<file path="src/rtl/score_display_pkg.sv">
// -----------------------------------------------------------------------------
// score_display_pkg
// Shared constants and types for the score/time digit scanner.
//   BLANK_CODE  : digit code the downstream 7-seg decoder renders as all-off
//   NUM_DIGITS  : number of scanned display positions
//   SCORE_D0..4 : display slots for score ones..ten-thousands
//   BLANK_SLOT  : unused slot between score and timer, always blank
//   TIME_ONES/TENS : display slots for the timer
//   conv_state_e: conversion FSM states
//   sat_time()  : clamps the timer input to the two-digit range
// -----------------------------------------------------------------------------
package score_display_pkg;

  localparam logic [3:0] BLANK_CODE = 4'hF;
  localparam int         NUM_DIGITS = 8;

  localparam int SCORE_D0   = 0;
  localparam int SCORE_D1   = 1;
  localparam int SCORE_D2   = 2;
  localparam int SCORE_D3   = 3;
  localparam int SCORE_D4   = 4;
  localparam int BLANK_SLOT = 5;
  localparam int TIME_ONES  = 6;
  localparam int TIME_TENS  = 7;

  localparam logic [6:0] TIME_MAX = 7'd99;

  typedef enum logic [1:0] {
    LOAD,
    SHIFT,
    COMMIT
  } conv_state_e;

  // Timer shows two digits only, so anything above 99 pins at 99.
  function automatic logic [6:0] sat_time(input logic [6:0] t);
    return (t > TIME_MAX) ? TIME_MAX : t;
  endfunction

endpackage

</file>
<file path="src/rtl/bcd_serial_converter.sv">
// -----------------------------------------------------------------------------
// bcd_serial_converter
// Serial double-dabble binary-to-BCD converter, one step per clock.
//   clock   in   system clock
//   reset   in   synchronous active-high reset
//   start   in   load bin_in and begin a WIDTH-step conversion
//   bin_in  in   binary value, sampled when start is high
//   busy    out  high while steps remain
//   bcd_out out  DIGITS packed BCD nibbles (ones in the low nibble);
//                valid once busy is low and held until the next start
// -----------------------------------------------------------------------------
module bcd_serial_converter #(
  parameter int WIDTH  = 16,
  parameter int DIGITS = 5
) (
  input  logic                  clock,
  input  logic                  reset,
  input  logic                  start,
  input  logic [WIDTH-1:0]      bin_in,
  output logic                  busy,
  output logic [4*DIGITS-1:0]   bcd_out
);

  localparam int SR_W  = WIDTH + 4 * DIGITS;
  localparam int CNT_W = $clog2(WIDTH + 1);

  // Layout: [BCD nibbles | binary bits still to be shifted in]
  logic [SR_W-1:0]  sr_q, sr_d;
  logic [CNT_W-1:0] steps_q, steps_d;
  logic [SR_W-1:0]  sr_adj;
  logic [3:0]       nib_adj [DIGITS];

  // Add-3 correction on every BCD nibble that would overflow after doubling.
  for (genvar gi = 0; gi < DIGITS; gi++) begin : g_nib
    assign nib_adj[gi] = (sr_q[WIDTH+4*gi +: 4] >= 4'd5) ?
                         sr_q[WIDTH+4*gi +: 4] + 4'd3 :
                         sr_q[WIDTH+4*gi +: 4];
  end

  always_comb begin
    sr_adj = sr_q;
    for (int i = 0; i < DIGITS; i++) begin
      sr_adj[WIDTH+4*i +: 4] = nib_adj[i];
    end
  end

  always_comb begin
    sr_d    = sr_q;
    steps_d = steps_q;
    if (start) begin
      sr_d    = SR_W'(bin_in);
      steps_d = CNT_W'(WIDTH);
    end else if (steps_q != '0) begin
      sr_d    = sr_adj << 1;
      steps_d = steps_q - CNT_W'(1);
    end
  end

  always_ff @(posedge clock) begin
    if (reset) begin
      sr_q    <= '0;
      steps_q <= '0;
    end else begin
      sr_q    <= sr_d;
      steps_q <= steps_d;
    end
  end

  assign busy    = (steps_q != '0);
  assign bcd_out = sr_q[SR_W-1 -: 4*DIGITS];

endmodule

</file>
<file path="src/rtl/score_digit_scanner.sv">
// -----------------------------------------------------------------------------
// score_digit_scanner
// Converts the binary score and seconds-left to BCD in a free-running
// LOAD -> SHIFT -> COMMIT loop, latches the blanked digits, and scans the 8
// display slots round-robin for the downstream seven-segment decoder.
//   clock          in   system clock
//   reset          in   synchronous active-high reset
//   score          in   binary score, sampled in LOAD
//   time_left      in   binary seconds left, sampled in LOAD, clamped to 99
//   display_en     in   0 blanks every slot from the next scan tick
//   digit_data     out  BCD digit for the active slot, 4'hF when blank
//   display_select out  active slot 0..7
//   update_pulse   out  high during the COMMIT cycle only
// -----------------------------------------------------------------------------
module score_digit_scanner
  import score_display_pkg::*;
#(
  parameter int REFRESH_DIV = 100000,
  parameter int SCORE_W     = 16
) (
  input  logic               clock,
  input  logic               reset,
  input  logic [SCORE_W-1:0] score,
  input  logic [6:0]         time_left,
  input  logic               display_en,
  output logic [3:0]         digit_data,
  output logic [2:0]         display_select,
  output logic               update_pulse
);

  localparam int CNT_W   = $clog2(REFRESH_DIV);
  localparam int SHIFT_W = (SCORE_W > 1) ? $clog2(SCORE_W) : 1;

  // ---------------------------------------------------------------------------
  // Conversion FSM
  // ---------------------------------------------------------------------------
  conv_state_e        state_q;
  logic [SHIFT_W-1:0] shift_cnt_q;
  logic               update_pulse_q;

  always_ff @(posedge clock) begin
    if (reset) begin
      state_q        <= LOAD;
      shift_cnt_q    <= '0;
      update_pulse_q <= 1'b0;
    end else begin
      update_pulse_q <= 1'b0;
      case (state_q)
        LOAD: begin
          state_q     <= SHIFT;
          shift_cnt_q <= '0;
        end
        SHIFT: begin
          if (shift_cnt_q == SHIFT_W'(SCORE_W - 1)) begin
            state_q        <= COMMIT;
            update_pulse_q <= 1'b1;
          end else begin
            shift_cnt_q <= shift_cnt_q + SHIFT_W'(1);
          end
        end
        COMMIT:  state_q <= LOAD;
        default: state_q <= LOAD;
      endcase
    end
  end

  // ---------------------------------------------------------------------------
  // Converters: both start together; the timer finishes early and holds.
  // ---------------------------------------------------------------------------
  logic                 conv_start;
  logic [19:0]          score_bcd;
  logic [7:0]           time_bcd;
  logic                 score_busy, time_busy;
  logic                 unused_busy;

  assign conv_start  = (state_q == LOAD);
  assign unused_busy = score_busy ^ time_busy;

  bcd_serial_converter #(
    .WIDTH  (SCORE_W),
    .DIGITS (5)
  ) u_score_conv (
    .clock   (clock),
    .reset   (reset),
    .start   (conv_start),
    .bin_in  (score),
    .busy    (score_busy),
    .bcd_out (score_bcd)
  );

  bcd_serial_converter #(
    .WIDTH  (7),
    .DIGITS (2)
  ) u_time_conv (
    .clock   (clock),
    .reset   (reset),
    .start   (conv_start),
    .bin_in  (sat_time(time_left)),
    .busy    (time_busy),
    .bcd_out (time_bcd)
  );

  // ---------------------------------------------------------------------------
  // Display registers, written only in COMMIT so no partial result is visible.
  // Blanking is resolved here so the scanner just copies register contents.
  // ---------------------------------------------------------------------------
  logic [3:0] disp_q [NUM_DIGITS];
  logic [3:0] disp_d [NUM_DIGITS];
  logic       lead_zero;

  always_comb begin
    lead_zero = 1'b1;
    for (int i = 0; i < NUM_DIGITS; i++) begin
      disp_d[i] = disp_q[i];
    end
    if (state_q == COMMIT) begin
      // Walk from the most significant score digit down; stop blanking at
      // the first non-zero so interior zeros are shown.
      for (int i = SCORE_D4; i >= SCORE_D1; i--) begin
        if (lead_zero && (score_bcd[4*i +: 4] == 4'd0)) begin
          disp_d[i] = BLANK_CODE;
        end else begin
          disp_d[i] = score_bcd[4*i +: 4];
          lead_zero = 1'b0;
        end
      end
      disp_d[SCORE_D0]   = score_bcd[3:0];
      disp_d[BLANK_SLOT] = BLANK_CODE;
      disp_d[TIME_ONES]  = time_bcd[3:0];
      disp_d[TIME_TENS]  = (time_bcd[7:4] == 4'd0) ? BLANK_CODE : time_bcd[7:4];
    end
  end

  for (genvar gi = 0; gi < NUM_DIGITS; gi++) begin : g_disp
    always_ff @(posedge clock) begin
      if (reset) begin
        disp_q[gi] <= BLANK_CODE;
      end else begin
        disp_q[gi] <= disp_d[gi];
      end
    end
  end

  // ---------------------------------------------------------------------------
  // Refresh scanner. Reads disp_d so a COMMIT on the same edge as a scan
  // tick is seen immediately.
  // ---------------------------------------------------------------------------
  logic [CNT_W-1:0] refresh_cnt_q;
  logic [2:0]       select_q;
  logic [2:0]       select_next;
  logic [3:0]       digit_q;
  logic             scan_tick;

  assign scan_tick   = (refresh_cnt_q == CNT_W'(REFRESH_DIV - 1));
  assign select_next = select_q + 3'd1;

  always_ff @(posedge clock) begin
    if (reset) begin
      refresh_cnt_q <= '0;
      select_q      <= 3'd0;
      digit_q       <= BLANK_CODE;
    end else begin
      refresh_cnt_q <= scan_tick ? '0 : refresh_cnt_q + CNT_W'(1);
      if (scan_tick) begin
        select_q <= select_next;
        digit_q  <= display_en ? disp_d[select_next] : BLANK_CODE;
      end
    end
  end

  assign digit_data     = digit_q;
  assign display_select = select_q;
  assign update_pulse   = update_pulse_q;

endmodule

</file>
<file path="config.mk">
export PLATFORM = sky130hd
export DESIGN_NAME = score_digit_scanner
export DESIGN_NICKNAME = d
export VERILOG_FILES = /design/src/rtl/score_display_pkg.sv /design/src/rtl/bcd_serial_converter.sv /design/src/rtl/score_digit_scanner.sv
export SDC_FILE = /design/constraint.sdc
export NUM_CORES = 1
export LEC_CHECK = 0
export ABC_AREA = 1
export ABC_CLOCK_PERIOD_IN_PS = 1700
export CORE_MARGIN = 8
export CORE_UTILIZATION = 30
export CTS_CLUSTER_SIZE = 28
export DETAILED_ROUTE_END_ITERATION = 6
export MAX_ROUTING_LAYER = met4
export PLACE_DENSITY_LB_ADDON = 0.12
export SYNTH_ARGS = -nofsm -noshare
export SYNTH_HDL_FRONTEND = slang
export SYNTH_HIERARCHICAL = 1
export SYNTH_SLANG_ARGS = --single-unit
export TNS_END_PERCENT = 100
</file>
<file path="constraint.sdc">
create_clock -name clock -period 1.7 [get_ports clock]
set_clock_uncertainty 0.15 [all_clocks]
set_input_delay 0.34 -clock clock [delete_from_list [all_inputs] [get_ports clock]]
set_output_delay 0.34 -clock clock [all_outputs]
set_load 0.02 [all_outputs]
</file>
[Word level (Yosys, flattened, before mapping)]
Memories as Yosys holds them, arrays and structs flattened.
Cells that the tools add are included.
Storage, ports and cells
  memories kept: 1
  flip-flop bits (word level): 90
  bits in writable memories: 32
  bits of input ports: 26
Memories
  disp_q: depth 8, bits a word 4, read ports 8, clocked after Yosys merged registers in 0, write ports 8, RTL line score_digit_scanner.sv:107  | logic [3:0] disp_q [NUM_DIGITS];
Operators by class
  eq/ne operators: 6
  bitwise operators: 10
  mux-type cells: 48
  reductions and logical operators: 18
  add/sub/neg operators: 12
  $lt $le $gt $ge: 9
Operators by type and width (number)
  $mux 4: 22
  $mux 16: 2
  $mux 32: 1
  $ge 4x3->1 const B: 7
  $mux 7: 3
  $add 4x2->4 const B: 5
  $logic_not 4->1: 5
  $add 17x1->17 const B: 1
  $eq 17x17->1 const B: 1
  $bmux 4 s3: 1
  $mux 3: 4
  $mux 1: 10
  $mux 5: 2
  $or 1x1->1: 8
  $pmux 4 s2: 1
  $gt 7x7->1 const B: 1
  $add 3x2->3 const B: 2
  $reduce_bool 2->1: 3
  $reduce_or 2->1: 3
  $reduce_bool 5->1: 1
  $sub 5x1->5 const B: 1
  $add 4x1->4 const B: 1
  $eq 4x4->1 const B: 1
  $ge 4x4->1 const B: 1
  other kinds (13): 16

[Longest topological paths before layout]
  word-level depth: 16
  depth in mapped cells: 12
  mapped depth without buffers: 11

[Cells and area by module]
Netlist, hierarchy kept.
By module, submodules not included
  score_digit_scanner: cells each 466, area each 3179.3 sq um, instances 1
  bcd_serial_converter (u_score_conv): cells each 340, area each 2293.4 sq um, instances 1
  bcd_serial_converter (u_time_conv): cells each 140, area each 1006.0 sq um, instances 1

[Least setup slack after synthesis]
Ideal clock, no wire load.
  path type: flip-flop to flip-flop
  start point: reg select_q[0], in the netlist display_select[0]
  end point: reg digit_q[0], in the netlist digit_data[0]
  stages on the path, launching flop included: 10
  data arrival time: 1.552 ns
  setup slack: -0.118 ns
  path through: dfxtp_1 ha_1 clkbuf_1 clkinv_1 a21oi_1 nand2_1 nand3_1 nand2_1 inv_2 a21oi_2
On the way
  cells in the longest elaborated chain, start to end: 6
Ends and longest elaborated chain
  start, declared: RTL line score_digit_scanner.sv:149  | logic [2:0] select_q;
  start signal, assigned: RTL line score_digit_scanner.sv:165  | select_q <= select_next;
  $add 3x1->3: RTL line score_digit_scanner.sv:155  | assign select_next = select_q + 3'd1;
  named net select_next[1]: RTL line score_digit_scanner.sv:150  | logic [2:0] select_next;
  $not 3->4 (not written as such): RTL line score_digit_scanner.sv:166  | digit_q <= display_en ? disp_d[select_next] : BLANK_CODE;
  $bmux 4 s3: RTL line score_digit_scanner.sv:166
  $mux 4 (not written as such) (2 in series): RTL line score_digit_scanner.sv:166
  $mux 4: RTL line score_digit_scanner.sv:166
  end signal, assigned: RTL line score_digit_scanner.sv:166
  end, declared: RTL line score_digit_scanner.sv:151  | logic [3:0] digit_q;
The timed path passes the listed nets, and every way through them passes these cells. The select of a mux whose other input is x is not followed.
A chain may end at the register's enable or synchronous reset.

[Final worst setup path]
  start point: reg refresh_cnt_q[1]
  end point: reg refresh_cnt_q[16]
On the way
  cells in the longest elaborated chain, start to end: 2
  elaborated cells on any way between the ends: 3
  those cells by class: add/sub: 1; eq/ne: 1; reduce/logical: 1
Ends and longest elaborated chain
  start, declared: RTL line score_digit_scanner.sv:148  | logic [CNT_W-1:0] refresh_cnt_q;
  start signal, assigned: RTL line score_digit_scanner.sv:163  | refresh_cnt_q <= scan_tick ? '0 : refresh_cnt_q + CNT_W'(1);
  parallel branches: the longest is 2 deep, another holds $add 17x1->17
Several ways; the timed one is not identified.

==> metrics.csv <==
stage;metric;value;unit
run_status;status;completed;
placed_design;Port Buffers;33;
synthesis;top cell type's share of synthesized area;37.7;%
critical_path;worst endpoint required time;1850;ps
placed_design;Final Wtd Congestion;0.757;
pwr;Max VDD drop;0.000689;V
critical_path;FF-to-FF End;refresh_cnt_q[16];
pwr;Leak;0.00368;uW
critical_path;CP arrival;1850;ps
hold_path;Hold Crit Endpoint;u_score_conv/sr_q[15];
sta;max_slew headroom;75.2;%
floorplan;row count;53;
floorplan;die width;163;um
placed_design;hpwl dp;11.1;mm
global_routing;vias in the first global route;5400;
critical_path;type of origin of the critical path;flip-flop;
finish;Design Area, Final;8120;um2
synthesis;Seq/Total Area, Yosys;37.7;%
synthesis;#FFs+latches synth;122;
global_routing;met1 usage;15.9;%
synthesis;post-synthesis cell type count;44;
routing;first drt pass iteration count;4;
synthesis;Mapped Avg Cell Area;6.85;um2
critical_path;slowest cell delay on critical path;350;ps
floorplan;initial core utilization;30.7;%
critical_path;Worst path slowest cell;dfxtp_2;
sta;Final Cycle Share;99.8;%
global_routing;gr busiest metal;met2;
synthesis;Yosys warning count;6;
hold_path;Hold Crit Class;flip-flop to flip-flop;
sta;RSZ-0062 raised after global routing;yes;
synthesis;most frequent cell after synthesis;nand2_1;
critical_path;CP dominant cell by count;nand2_4;
floorplan;core area;21100;um2
synthesis;Post-synth EDFFs;0;
placed_design;Placed Area;7320;um2
critical_path;worst path bufs/invs;3;
critical_path;worst r2r src;refresh_cnt_q[1];
synthesis;Post-synth ARST share;0;%
routing;via/cell ratio;4.44;
placed_design;dpl ws;-238;ps
global_routing;grt met3 use;3.06;%
global_routing;M2 GR Usage;18.1;%
floorplan;die footprint;26600;um2
critical_path;Crit. End Element;flip-flop;
sta;Slew Limit Fails;0;
synthesis;Synth Flop Type;dfxtp_1;
clock_tree;clock sinks;122;
synthesis;post-synth design cell area;6480;um2
routing;DR WL/cell;11.7;um
clock_tree;CTS tree;yes;
critical_path;r2r setup slk;4;ps
sta;final hold violations;0;
finish;# diodes;0;
global_routing;initial antenna violation count;0;
global_routing;GRT Util Overall;12.2;%
sta;Worst-Margin Slew;372;ps
clock_tree;CTS root buffer;clkbuf_16;
hold_path;min-delay src;u_score_conv/sr_q[15];
floorplan;Die H;163;um
sta;fin crit period;1700;ps
finish;area grow syn2layout;25.3;%
global_routing;GRT overflow;0;
critical_path;R2R depth;10;
clock_tree;clk_lat worst skew;420;ps
critical_path;CP Class;flip-flop to flip-flop;
sta;Max Clk Rate;590;MHz
routing;Total Routed Length;15.2;mm
routing;DRT antenna net count;0;
clock_tree;Max H-tree Level;4;
clock_tree;Reg clk slew, reported paths;60;ps
floorplan;I/O pin total;34;
routing;drt drc;0;
global_routing;first-pass GRT wire length;25.8;mm
clock_tree;cts hold-fix bufs;0;
synthesis;Synth area leaders;dfxtp_1, nand2_1, nand3_1;
finish;share of cells above drive strength 1;19.7;%
sta;Final Worst Setup Slack;4.00;ps
clock_tree;TritonCTS buffer count;17;
job;max cap viols;0;
synthesis;Post-Syn Nets;992;
global_routing;largest net degree at the start of global routing;22;
critical_path;CP Cell Sequence;ha_4 -> nand2_4 -> nor2_4 -> nand2_4 -> nor3_4 -> buf_4 -> buf_6 -> inv_4 -> o21ai_1 -> a21oi_2;
pwr;Power Dens Cells;923;nW/um2
routing;Iter 0 DRT Violations;244;
clock_tree;Clock Tree Buf Depth;2;
hold_path;Hold Crit Depth;2;
synthesis;Syn Inst Count;946;
synthesis;top cells by count, synth;nand2_1, dfxtp_1, nand3_1, nor2_1, inv_1;
finish;# nets final;1055;
critical_path;crit-path max FO;3;
critical_path;Top delay family on crit path;simple AND/OR/NAND/NOR gates;
finish;fill count;2305;
routing;DR vias;5755;
sta;setup violators final;0;
synthesis;dominant cell type by area after synthesis;dfxtp_1;
sta;Setup TNS;0;ps
[cell families after synthesis]
| family | Yosys count | share of synthesized area [%] |
|---|---|---|
| adders and majority gates | 20 | 3.86 |
| xor gates and xnor gates | 8 | 1.08 |
| and+or+nand+nor | 551 | 37.3 |
| buffers and inverters | 151 | 12.0 |
| AOI/OAI and AO/OA | 94 | 8.05 |
| DFF | 122 | 37.7 |
[power breakdown]
part	internal, uW	switching, uW	total [uW]
combinational	375	499	874
clock	2260	1320	3580
sequential	2960	72.1	3040
[cells in the final DEF (no fill, tap or decap), drive strengths merged, types with 4 or more instances in the layout]
| cell | count |
|---|---|
| ha | 20 |
| xor2 | 4 |
| or2 | 32 |
| nand2 | 305 |
| inv | 89 |
| o211ai | 4 |
| a21oi | 41 |
| nand3 | 96 |
| dfxtp | 122 |
| nor4 | 5 |
| buf | 72 |
| clkinvlp | 5 |
| xnor2 | 4 |
| dlygate4sd2 | 5 |
| nor2 | 90 |
| a31oi | 7 |
| clkinv | 6 |
| o21ai | 36 |
| clkdlybuf4s50 | 25 |
| nand4 | 6 |
| clkbuf | 21 |
| nor3 | 12 |
| o21a | 4 |
[stage by stage]
step	hold slack, ps	power [uW]	util [%]	std cells
final	299	7490	38.5	1297
after floorplan	259	3710	-	946
after global routing	320	7850	38.5	1297
after detailed placement	293	3940	34.7	1261
after global placement	288	3950	34.7	1261
after CTS	304	7590	37.6	1293
[layout make-up]
| cell class | instances | area (um2) | area share (%) |
|---|---|---|---|
| clock inverter | 12 | 123 | 1.51 |
| timing repair buffer | 105 | 962 | 11.9 |
| clock buffer | 20 | 467 | 5.75 |
| tap | 275 | 344 | 4.24 |
| sequential | 122 | 2450 | 30.2 |
| inverter | 90 | 345 | 4.25 |
| multi-input combinational | 673 | 3430 | 42.2 |
[metal layers]
metal	vias up	wire length (um)
li1	3099	-
met1	2576	8120
met2	70	6490
met3	10	476
met4	0	140
met5	-	0
[registers in the layout (all words and copies together) (netlist names)]
signal / cells
u_score_conv/steps_q: 5
display_select: 3
u_time_conv/sr_q: 15
disp_q: 32
state_q: 2
digit_data: 4
shift_cnt_q: 4
update_pulse: 1
u_score_conv/sr_q: 36
u_time_conv/steps_q: 3
refresh_cnt_q: 17
[repair_timing]
action                     CTS  global route
setup buffers                0             4
setup endpoints to repair   13            51
pin swaps                    0            15
resized for setup           16            53
[worst max-delay path by stage]
stage | startpoint | end | slack (ps) | cells after the start
after floorplan | state_q[1] | u_score_conv/sr_q[18] | 70 | 8
after global placement | reset | u_time_conv/sr_q[11] | -260 | 8
after detailed placement | reset | u_time_conv/sr_q[11] | -240 | 8
after CTS | refresh_cnt_q[0] | refresh_cnt_q[16] | 0.7 | 10
after global routing | refresh_cnt_q[1] | refresh_cnt_q[10] | -120 | 8
final | refresh_cnt_q[1] | refresh_cnt_q[16] | 4 | 10
[worst min-delay path, stage by stage, from the launching register on]
cell and delay (ps):
dfxtp_1 310, nand2_1 60, nand2_1 40
(Power assumes the default switching activity.)
